`src/rtl/wb_port_arbiter.sv`:
```
// rtl/wb_port_arbiter.sv - round-robin arbiter for the shared register-file write port
// ALU and memory writeback producers compete; one registered write issues per cycle.
module wb_port_arbiter #(
  parameter int SW = 21,
  parameter int VW = 192,
  parameter int DW = 4,
  parameter int CW = 16
) (
  input  logic          clk,
  input  logic          rst_n,
  input  logic          alu_valid,
  output logic          alu_ready,
  input  logic [DW-1:0] alu_dest,
  input  logic          alu_type,
  input  logic [SW-1:0] alu_scalar,
  input  logic [VW-1:0] alu_vector,
  input  logic          mem_valid,
  output logic          mem_ready,
  input  logic [DW-1:0] mem_dest,
  input  logic          mem_type,
  input  logic [VW-1:0] mem_data,
  input  logic          port_busy,
  output logic          wr_en,
  output logic [DW-1:0] wr_dest,
  output logic          wr_type,
  output logic [SW-1:0] wr_scalar,
  output logic [VW-1:0] wr_vector,
  output logic          wr_src,
  output logic [CW-1:0] conflicts
);

  logic          rr_ptr_q, rr_ptr_d;
  logic          wr_en_q, wr_en_d;
  logic [DW-1:0] wr_dest_q, wr_dest_d;
  logic          wr_type_q, wr_type_d;
  logic [SW-1:0] wr_scalar_q, wr_scalar_d;
  logic [VW-1:0] wr_vector_q, wr_vector_d;
  logic          wr_src_q, wr_src_d;
  logic [CW-1:0] conflicts_q, conflicts_d;
  logic          grant_alu, grant_mem;

  always_comb begin
    grant_alu   = 1'b0;
    grant_mem   = 1'b0;
    rr_ptr_d    = rr_ptr_q;
    wr_en_d     = 1'b0;
    wr_dest_d   = wr_dest_q;
    wr_type_d   = wr_type_q;
    wr_scalar_d = wr_scalar_q;
    wr_vector_d = wr_vector_q;
    wr_src_d    = wr_src_q;
    conflicts_d = conflicts_q;

    // Ready is gated by reset so neither producer sees a grant while held in reset.
    if (rst_n && !port_busy) begin
      if (alu_valid && (!mem_valid || !rr_ptr_q)) begin
        grant_alu = 1'b1;
      end else if (mem_valid) begin
        grant_mem = 1'b1;
      end
    end

    if (grant_alu) begin
      wr_en_d     = 1'b1;
      wr_dest_d   = alu_dest;
      wr_type_d   = alu_type;
      wr_scalar_d = alu_scalar;
      wr_vector_d = alu_vector;
      wr_src_d    = 1'b0;
      rr_ptr_d    = 1'b1;
    end else if (grant_mem) begin
      wr_en_d     = 1'b1;
      wr_dest_d   = mem_dest;
      wr_type_d   = mem_type;
      wr_scalar_d = mem_data[SW-1:0];
      wr_vector_d = mem_data;
      wr_src_d    = 1'b1;
      rr_ptr_d    = 1'b0;
    end

    if (alu_valid && mem_valid && !port_busy && !(&conflicts_q)) begin
      conflicts_d = conflicts_q + {{(CW-1){1'b0}}, 1'b1};
    end
  end

  always_ff @(posedge clk or negedge rst_n) begin
    if (!rst_n) begin
      rr_ptr_q    <= 1'b0;
      wr_en_q     <= 1'b0;
      wr_dest_q   <= '0;
      wr_type_q   <= 1'b0;
      wr_scalar_q <= '0;
      wr_vector_q <= '0;
      wr_src_q    <= 1'b0;
      conflicts_q <= '0;
    end else begin
      rr_ptr_q    <= rr_ptr_d;
      wr_en_q     <= wr_en_d;
      wr_dest_q   <= wr_dest_d;
      wr_type_q   <= wr_type_d;
      wr_scalar_q <= wr_scalar_d;
      wr_vector_q <= wr_vector_d;
      wr_src_q    <= wr_src_d;
      conflicts_q <= conflicts_d;
    end
  end

  assign alu_ready = grant_alu;
  assign mem_ready = grant_mem;
  assign wr_en     = wr_en_q;
  assign wr_dest   = wr_dest_q;
  assign wr_type   = wr_type_q;
  assign wr_scalar = wr_scalar_q;
  assign wr_vector = wr_vector_q;
  assign wr_src    = wr_src_q;
  assign conflicts = conflicts_q;

endmodule

```
`config.mk`:
```
export PLATFORM = sky130hd
export DESIGN_NAME = wb_port_arbiter
export DESIGN_NICKNAME = d
export VERILOG_FILES = /design/src/rtl/wb_port_arbiter.sv
export SDC_FILE = /design/constraint.sdc
export NUM_CORES = 1
export LEC_CHECK = 0
export CAP_MARGIN = 20
export CELL_PAD_IN_SITES_DETAIL_PLACEMENT = 0
export CELL_PAD_IN_SITES_GLOBAL_PLACEMENT = 1
export CORE_AREA = 2 2 259 261
export CTS_BUF_LIST = sky130_fd_sc_hd__clkbuf_8
export CTS_CLUSTER_SIZE = 10
export DETAILED_ROUTE_END_ITERATION = 7
export DIE_AREA = 0 0 261 263
export PLACE_DENSITY_LB_ADDON = 0.1
export SYNTH_ARGS = -nofsm -noshare
export SYNTH_HDL_FRONTEND = slang
export SYNTH_SLANG_ARGS = --single-unit
```
`constraint.sdc`:
```
create_clock -name clk -period 2.4 [get_ports clk]
set_input_delay 0.48 -clock clk [delete_from_list [all_inputs] [get_ports clk]]
set_output_delay 0.48 -clock clk [all_outputs]
set_load 0.1 [all_outputs]
```
### Word-level counts from Yosys, hierarchy flattened

Index checks and enable logic that the tools add are counted.
W data, S select, Z words.

| storage, ports and cells | value |
|---|---|
| register bits after elaboration | 237 |
| latch bits | 0 |
| RAM bits | 0 |
| bits in read-only memories | 0 |
| input bits | 420 |
| output and inout port bits | 238 |
| word-level logic and storage cells | 40 |
| memories kept | 0 |

| operators by class | value |
|---|---|
| $add $sub $neg | 1 |
| multiply operators | 0 |
| div/mod/pow operators | 0 |
| $lt $le $gt $ge | 0 |
| eq/ne operators | 0 |
| shift operators | 0 |
| multiplexer cells | 19 |
| bitwise logic cells | 0 |
| reduce and logical (&&, ||, !) cells | 12 |

Operators with widths:

| cell | count |
|---|---|
| $mux W192 | 2 |
| $mux W21 | 2 |
| $add A16 B1 Y16 const B | 1 |
| $reduce_and A16 Y1 | 1 |
| $mux W1 | 13 |
| $mux W4 | 2 |
| $logic_and A1 B1 Y1 | 5 |
| $logic_not A1 Y1 | 4 |
| $reduce_bool A2 Y1 | 1 |
| $logic_or A1 B1 Y1 | 1 |

### Logic depth before layout (Yosys ltp)

Gate-level depths: netlist of run 1.

| depth | value |
|---|---|
| depth in word-level cells | 7 |
| mapped depth | 7 |
| gate-level depth less buffers | 5 |

### Worst setup path before layout of run 1

OpenSTA, ideal clock, no wires.

| timing | value |
|---|---|
| kind | input to output |
| start | in port_busy |
| end | out mem_ready |
| data arrival time | 2,361 ps |
| setup slack | -441 ps |
| stages | 4 |
| buffers on the path | 2 |
| path through | nand3b_1 -> clkbuf_1 -> clkbuf_1 -> nor2_1 |

| on the way | value |
|---|---|
| longest elaborated chain between the ends | 3 |

Ends and longest elaborated chain:

| item | line | text |
|---|---|---|
| start: declaration | 22 | `input logic port_busy,` |
| $logic_not A1 Y1 | 55 | `if (rst_n && !port_busy) begin` |
| $logic_and A1 B1 Y1 | 55 |  |
| $mux W1 | 55 |  |
| end: declaration | 18 | `output logic mem_ready,` |

Every way passes these cells.

### Final worst setup path of run 1

| timing | value |
|---|---|
| start | reg rr_ptr_q |
| end | out alu_ready |

| on the way | value |
|---|---|
| longest elaborated chain between the ends | 5 |

Ends and longest elaborated chain:

| item | line | text |
|---|---|---|
| start: declaration | 32 | `logic rr_ptr_q, rr_ptr_d;` |
| start signal: assignment | 97 | `rr_ptr_q <= rr_ptr_d;` |
| $logic_not A1 Y1 | 56 | `if (alu_valid && (!mem_valid \|\| !rr_ptr_q)) begin` |
| $logic_or A1 B1 Y1 | 56 |  |
| $logic_and A1 B1 Y1 | 56 |  |
| $mux W1 | 56 |  |
| $mux W1 | 55 |  |
| end: declaration | 12 | `output logic alu_ready,` |

Every way passes these cells.

==> results.tsv, run 1 <==
metric	value	unit
status	finished, final reports clean	
core-area	65630	µm²
num_rows	94	
htree_levels	2	
drcViolationCount	0	
grt_start_max_net_pins	112	
skew	0.02118	ns
power_switching	9.914	mW
dr.pass1.iters	5	
clock-sinks	237	
power.internal	9.444	mW
critical_path_class	reg2out	
drv_cap	0	
ys_dominant_reg_cell	dfrtp_1	
pwr-share-comb	49.3	%
worstPathMaxFanout	5	
yosys_warnings	0	
synth_area_per_cell	8.458	µm²
wirelength	54980	µm
worstPathCellList	a21boi_2 -> nand3b_1 -> buf_4 -> inv_4 -> buf_12	
worstSetupEndpointType	output port	
hold_path.class	in2reg	
nets	2333	
power	19.36	mW
hold_viol_final	0	
setup_viol	0	
viasPerCell	4.078	
wire_per_inst	19.47	µm
whs_endpoint	wr_vector[184]	
place_hpwl	41300	µm
reg2reg_slack	0.64	ns
ys_types	32	
ant_nets	0	
fin_util	28.88	%
worstPathArrival	1.76	ns
layout-drive-gt1-share	18.90	%
hold_path_startpoint	mem_data[184]	
grt_overflow_total	0	
die-area	68640	µm²
place.gp.congestion	0.7912	
drt_iter0_markers	475	
die_w	261	µm
grt_pass1_vias	12010	
synth_nets	1669	
period_share	93.52	%
pwr_density_cell	1021	nW/µm²
max_stage_delay	0.39	ns
layout_common_cells	clkdlybuf4s50_1 (418), nand2_1 (402), buf_4 (263), dfrtp_1 (235), nor2_1 (181)	
crit_path_start_kind	flip-flop	
ys_seq_area_share	56.19	%
finalCriticalPeriod	2.244	ns
slew_headroom	35.63	%
rr_worst_depth	6	
grt_pass1_wl	79410	µm
start_util	16.08	%
ys_ff_latch	237	
rr_endpoint	conflicts[6]	
clk_latency	0.62	ns
rsz0062_at_grt	no	
min_path_cells	3	
cts_root_buffer	clkbuf_8	
p_clk_share	23.1	%
pre_cts_ws	0.03665	ns
vias	11520	
ios	658	
syn_inst	1248	
pwr-share-seq	27.6	%
die_height	263	µm
final_common_cell	clkdlybuf4s50_1	
finalSetupTns	0	ns
netlist_top_cells_area	dfrtp_1 (56%), nand2_1 (14%), a31oi_1 (10%)	
max_freq	445.6	MHz
power.leakage	8.392	nW
clk_path_buf_depth	3	
layout_setup_ws	0.1556	ns
io_buffers	657	
yosysTopAreaCell	dfrtp_1	
slowest_stage	dfrtp_1	
switching_share	51.22	%
grt_use_total	15.44	%
ir_drop	0.5016	mV
worst_pin_slew	0.9624	ns
cts_buffers	51	
clk_pin_slew	0.05	ns
area_growth	79.54	%
cp.required	1.92	ns
rr_startpoint	conflicts[0]	
synth_top_area_share	56.19	%
maxSlewViolCount	0	
netlist_area	10560	µm²
synthArstFlopShare	100.0	%
synth-edff-count	0	
tritoncts	built	
antenna_found_initial	11	
routing by layer:
metal  up-vias  part of all wire [%]  track usage [%]  wire [µm]
met5         -                 0.084                0         46
met4         6                   3.1            5.743       1687
met3        91                   9.5            5.893       5208
met2       425                    51            27.51      27980
met1      5453                    36            16.37      20060
li1       5540                     -                -          -
sequential cells by signal, summed over array words and instances (netlist names):
name       count
wr_type        1
wr_dest        4
wr_scalar     21
rr_ptr_q       1
wr_vector    192
conflicts     16
wr_src         1
wr_en          1
what timing repair did:
action,CTS,global route
buffers inserted,0,0
resized for setup,1,1
endpoints found under the setup margin,1,1
hold buffers,2,0
endpoints found under the hold margin,18,0
cell type report:
class | count | area (µm²)
Fill cell | 7100 | 46680
Timing Repair Buffer | 705 | 6614
Sequential cell | 237 | 5933
Multi-Input combinational cell | 915 | 4260
Tap cell | 864 | 1081
Clock buffer | 67 | 922.1
Clock inverter | 26 | 110.1
Antenna cell | 8 | 20.02
Inverter | 2 | 10.01
Yosys cell counts, types with 2 or more instances:
master    count
dfrtp_1     237
o21ai_0      44
clkbuf_1     76
buf_1         7
nor2_1      182
nand3b_1      3
a31oi_1     176
and2_1       21
xor2_1       11
nor4_1        4
buf_2        11
and4_1        2
nand3_1       5
nor3_1        5
nand4_1       3
inv_1         2
nand2_1     402
a21oi_1      42
xnor2_1       2
power by group through the flow:
| stage | clock [mW] | combinational, mW | sequential, mW |
|---|---|---|---|
| after floorplan | 0 | 0.989 | 11.1 |
| after global placement | 0 | 9.63 | 5.39 |
| after detailed placement | 0 | 9.62 | 5.39 |
| after CTS | 4.71 | 9.63 | 5.35 |
| after global routing | 4.89 | 9.89 | 5.45 |
| final | 4.48 | 9.55 | 5.33 |
critical path, delay by kind of cell, from the launching register on:
| family | cells | cell delay (ns) |
|---|---|---|
| flops | 1 | 0.39 |
| buf+inv | 3 | 0.46 |
| compound gates | 1 | 0.17 |
| simple gates | 1 | 0.12 |
kinds of logic after synthesis:
logic type | synth area share [%]
mux | 0.1067
xor+xnor | 1.079
simple gates | 24.21
flops | 56.19
fa+ha+maj | 0.1185
buf+inv | 3.544
compound gates | 14.76
worst max-delay path by stage:
stage	to	depth (start not counted)	from
finish	alu_ready	5	rr_ptr_q
global route	alu_ready	5	rr_ptr_q
CTS	alu_ready	5	rr_ptr_q
floorplan	mem_ready	4	port_busy
detailed placement	wr_vector[89]	8	mem_valid
global placement	alu_ready	6	alu_valid
per-stage QoR:
stage                     hold WS (ns)  area (µm²)  std cells
after floorplan                 0.1844       10560       1248
after global placement          0.3407       17870       2721
after detailed placement        0.3413       17870       2721
after CTS                       0.3411       18930       2816
after global routing            0.3686       18950       2823
final                           0.4237       18950       2824
Note: power is estimated with default switching activity, not from simulation.
==> inputs of run 2 (changes only) <==
Settings changed: CTS_CLUSTER_SIZE 10 to 25.
==> results of run 2 <==
Same layout as run 1: the final DEF is identical, and so are final timing and power.
==> RTL change 1, RTL diff (settings of run 2) <==
`SW`: 21 -> 42.
--- a/src/rtl/wb_port_arbiter.sv
+++ b/src/rtl/wb_port_arbiter.sv
@@ -2,5 +2,5 @@
 // ALU and memory writeback producers compete; one registered write issues per cycle.
 module wb_port_arbiter #(
-  parameter int SW = 21,
+  parameter int SW = 42,
   parameter int VW = 192,
   parameter int DW = 4,
Ports: changed (resized alu_scalar and wr_scalar); port bits go from 658 to 700. The function was not compared with the original's and may differ.
==> RTL change 1 against run 2 <==
Synthesized area is 9.2% higher. Sequential cell count is 21 higher. Wire length is 17% higher. Via count is 8.7% higher. Setup slack worse by 0.094 ns. Global-route usage is 2.7 points higher. Cell area is 8.0% higher. Critical path type is now in2out. Power is 7.5% higher. Count of clock-buffer cells in the layout is 7 higher.
==> RTL change 1: results (changes against run 2) <==
* Crit-path max FO at 4 (was 5)
* Multi-input comb cells at 974 (was 915)
* Input/output buffers at 699 (was 657)
* Synth unique cells at 39 (was 32)
* Critical path arrival at 1.86 ns (was 1.76 ns)
* Post-layout net count at 2502 (was 2333)
* First-pass GRT wire length at 92.1 mm (was 79.4 mm)
* Share of layout cells above drive strength 1 at 20.0% (was 18.9%)
* Seq/Total Area, Yosys at 56.0% (was 56.2%)
* Largest net degree at the start of global routing at 127 (was 112)
* Initial antenna violation count at 28 (was 11)
* Mux cell area share after synthesis at 0.228% (was 0.107%)
* Status: completed (unchanged)
* Reg area at 6460 µm² (was 5930 µm²)
* Initial DRC count at 608 (was 475)
* Syn Nets at 1776 (was 1669)
* Max reg flops at 192 (unchanged)
* Synth Area in Adders at 0.109% (was 0.119%)
* Slowest-stage cell, CP: clkdlybuf4s50_1 (was dfrtp_1)
* Compound-gate portion of the synthesized area at 16.0% (was 14.8%)
* Most frequent cells after synthesis: 401 x nand2_1, 258 x dfrtp_1, 159 x nor2_1 (was 402 x nand2_1, 237 x dfrtp_1, 182 x nor2_1)
* Leak Pwr at 9.05 nW (was 8.39 nW)
* Ant. Diodes at 15 (was 8)
* Setup Skew at 0.0252 ns (was 0.0212 ns)
* Hold WC Path Type: in2async (was in2reg)
* Worst vdd ir at 0.398 mV (was 0.502 mV)
* DPL Wire Length at 49.6 mm (was 41.3 mm)
* XOR/XNOR Fraction of Synth Area at 1.06% (was 1.08%)
* Fillcell total at 7010 (was 7100)
* Gpl congestion at 0.843 (was 0.791)
* First drt pass iteration count at 7 (was 5)
* # resized after CTS at 0 (was 1)
* Seq cells post-synth at 258 (was 237)
* Largest stage delay on the critical path at 0.49 ns (was 0.39 ns)
* Non-clk invs at 1 (was 2)
* Non-clock buffers, area share at 34.9% (about the same)
* Worst r2r path cells at 5 (was 6)
* Area of the multi-input gates at 4620 µm² (was 4260 µm²)
* Slew HR at 42.6% (was 35.6%)
* Wire length per cell at 21.7 µm (was 19.5 µm)
* R2R Path End: conflicts[1] (was conflicts[6])
* Final setup vio count at 0 (unchanged)
* Vias in the first global route at 13.0k (was 12.0k)
* Placed inst area at 19300 µm² (was 17900 µm²)
* FF-to-FF setup slack at 0.54 ns (was 0.64 ns)
* Vias per cell at 4.20 (was 4.08)
* Multi-input combinational area share at 22.6% (was 22.5%)
* Non-clock buffers at 770 (was 705)
* GRT Overall Usage at 18.2% (was 15.4%)
* TritonCTS buffer count at 55 (was 51)
* Clock-cell share at 5.43% (was 5.45%)
* Clock buf count at 74 (was 67)
## RTL change 1: changes by cell type after synthesis, sizes merged, moves of 22 or more
cell | before | now
a21oi | 42 | 84
buf | 18 | 60
clkbuf | 76 | 41
nor2 | 182 | 160
o21ai | 44 | 84
## RTL change 1: power breakdown
group          switching, mW  internal, mW  total [mW]  leakage, nW
sequential             0.550          5.20        5.75         3.10
combinational           7.90          2.31        10.2         5.31
clock                   2.14          2.71        4.85        0.645
## RTL change 1: metal layers
layer	track usage [%]	up-vias	routed length (µm)	part of all wire, %
li1	-	5981	-	-
met1	19.1	5919	23500	36
met2	31.8	485	32200	50
met3	8.77	103	7290	11
met4	5.59	28	1290	2.0
met5	0	-	201	0.31
## RTL change 1: how the worst max path moves through the flow
stage,from,end,slack (ns),depth (start not counted)
floorplan,port_busy,mem_ready,0.001,5
finish,mem_valid,mem_ready,0.06,5
detailed placement,mem_valid,mem_ready,0.07,5
global route,mem_valid,mem_ready,0.03,5
CTS,mem_valid,mem_ready,0.07,5
global placement,alu_valid,wr_vector[110],0.07,8
## RTL change 1: critical path: cells and delay by family
| family | cells | cell delay (ns) |
|---|---|---|
| buffers and inverters | 3 | 0.85 |
| and+or+nand+nor | 2 | 0.54 |
## RTL change 1: stage by stage
| stage | setup slack, ns | cells | hold slack (ns) | total power [mW] |
|---|---|---|---|---|
| final | 0.0615 | 2979 | 0.350 | 20.8 |
| after global routing | 0.0265 | 2975 | 0.324 | 21.7 |
| after CTS | 0.0660 | 2964 | 0.307 | 21.1 |
| after detailed placement | 0.0743 | 2865 | 0.307 | 16.1 |
| after global placement | 0.0732 | 2865 | 0.308 | 16.1 |
| after floorplan | 0.00110 | 1334 | 0.184 | 13.0 |
==> RTL change 2, RTL diff (settings of run 2) <==
Made on the original files. Make the reset (`rst_n`) synchronous in one clocked block.
--- a/src/rtl/wb_port_arbiter.sv
+++ b/src/rtl/wb_port_arbiter.sv
@@ -84,5 +84,5 @@
   end
 
-  always_ff @(posedge clk or negedge rst_n) begin
+  always_ff @(posedge clk) begin
     if (!rst_n) begin
       rr_ptr_q    <= 1'b0;
Behaviour: differs if rst_n is asserted again (counterexample within 4 cycles, from zero or initial values and one cycle with rst_n low); with rst_n held inactive, the same outputs for 4 cycles.
==> RTL change 2 against run 2 <==
Clock skew decreased by 0.0027 ns. Cell area shrank 2.3%. Via count increased by 4.7%. Utilization decreased by 0.67 points. First-iteration DRC count is 1.9% higher. Sequential cell count unchanged. Setup slack worse by 0.083 ns. Global-route usage up 1.0 points. Synthesized area shrank 4.0%. Sequential share of layout area fell by 5.7 points. Wire length is 7.2% higher. Register-to-register slack got worse by 0.14 ns.
Power is not compared: it rests on default switching activity, and its combinational part moved more than twofold at a synthesized area within 25%.
==> RTL change 2: results (changes against run 2) <==
* Hold WC Path Type: in2reg (unchanged)
* TritonCTS buffer count at 52 (was 51)
* Crit-path max FO at 3 (was 5)
* Compound-gate portion of the synthesized area at 22.0% (was 14.8%)
* Synth Area in Adders at 0.123% (was 0.119%)
* First-pass GRT wire length at 84.4 mm (was 79.4 mm)
* Net Switching at ~4.7 mW
* Fillcell total at 7119 (was 7100)
* # resized after CTS at 0 (was 1)
* Synth Area per Inst at 7.84 µm² (was 8.46 µm²)
* Worst r2r path cells at 7 (was 6)
* Worst r2r src: conflicts[0] (unchanged)
* Seq/Total Area, Yosys at 46.8% (was 56.2%)
* Prevailing post-synth register cell: dfxtp_1 (was dfrtp_1)
* DPL Wire Length at 44.2 mm (was 41.3 mm)
* Reg power frac at between 30% and 40%
* FF-to-FF setup slack at 0.50 ns (was 0.64 ns)
* Initial antenna violation count at 20 (was 11)
* Post-layout net count at 2365 (was 2333)
* Mux cell area share after synthesis at 0.395% (was 0.107%)
* Dpl cells at 2754 (was 2721)
* Critical Path Start: mem_valid (was rr_ptr_q)
* Worst Hold Endpoint: wr_scalar[0] (was wr_vector[184])
* Gpl congestion at 0.783 (was 0.791)
* Syn Nets at 1713 (was 1669)
* Worst slew pin tran at 0.657 ns (was 0.962 ns)
* Power share of the combinational group at 30.1%
* Critical path arrival at 1.85 ns (was 1.76 ns)
* Share of layout cells above drive strength 1 at 19.2% (was 18.9%)
* R2R Path End: conflicts[9] (was conflicts[6])
* Synth unique cells at 38 (was 32)
* Routed via count at 12.1k (was 11.5k)
* Vias per cell at 4.23 (was 4.08)
* Max reg flops at 192 (unchanged)
* Asr flop ratio synth at 0% (was 100%)
* Setup Skew at 0.0184 ns (was 0.0212 ns)
* GRT Overall Usage at 16.5% (was 15.4%)
* DRT Wirelength at 58.9 mm (was 55.0 mm)
* Most frequent cells after synthesis: 361 x nand2_1, 237 x dfxtp_1, 188 x nor2_1 (was 402 x nand2_1, 237 x dfrtp_1, 182 x nor2_1)
* Largest stage delay on the critical path at 0.55 ns (was 0.39 ns)
* Status: completed (unchanged)
* Hold Crit Start: rst_n (was mem_data[184])
* Leak Pwr at ~7.2 nW
* Initial DRC count at 484 (was 475)
* Place WS at 0.0135 ns (was 0.0366 ns)
* Slowest-stage cell, CP: clkdlybuf4s50_1 (was dfrtp_1)
* Top post-synthesis cells by area: dfxtp_1 47%, a311oi_1 15%, nand2_1 13% (was dfrtp_1 56%, nand2_1 14%, a31oi_1 10%)
* Worst hold margin at 0.222 ns (was 0.424 ns)
* Input/output buffers at 657 (unchanged)
* Clk slew on worst S/H paths at about 0.060 ns
* Largest net degree at the start of global routing at 96 (was 112)
* First drt pass iteration count at 4 (was 5)
* Final Critical Period at 2.33 ns (was 2.24 ns)
* Placed inst area at 17500 µm² (was 17900 µm²)
* Critical path endpoint: mem_ready (was alu_ready)
* XOR/XNOR Fraction of Synth Area at 0.778% (was 1.08%)
[RTL change 2: changes by cell type in the layout (fill, tap and decap cells not counted), sizes merged, moves of 7 or more]
cell    change
a21oi      +46
a311oi    +176
a31oi     -176
buf        +16
dfrtp     -237
dfxtp     +237
nand2      -41
nor2        +7
xnor2       +7
xor2       -11
[RTL change 2: final cells by class]
| type | count | area, µm² | share of cell area [%] |
|---|---|---|---|
| antenna | 11 | 27.5 | 0.149 |
| clock buffer | 63 | 867 | 4.68 |
| clock inverter | 22 | 109 | 0.588 |
| inverter | 3 | 16.3 | 0.0879 |
| multi-input combinational | 931 | 4860 | 26.2 |
| sequential | 237 | 4750 | 25.6 |
| tap | 864 | 1080 | 5.84 |
| timing repair buffer | 719 | 6800 | 36.8 |
[RTL change 2: metal layers]
metal | vias to the layer above | wire length (µm) | GRT usage (%)
li1 | 5840 | - | -
met1 | 5672 | 22100 | 17.7
met2 | 416 | 29200 | 28.8
met3 | 107 | 5820 | 6.93
met4 | 18 | 1620 | 5.82
met5 | - | 119 | 0
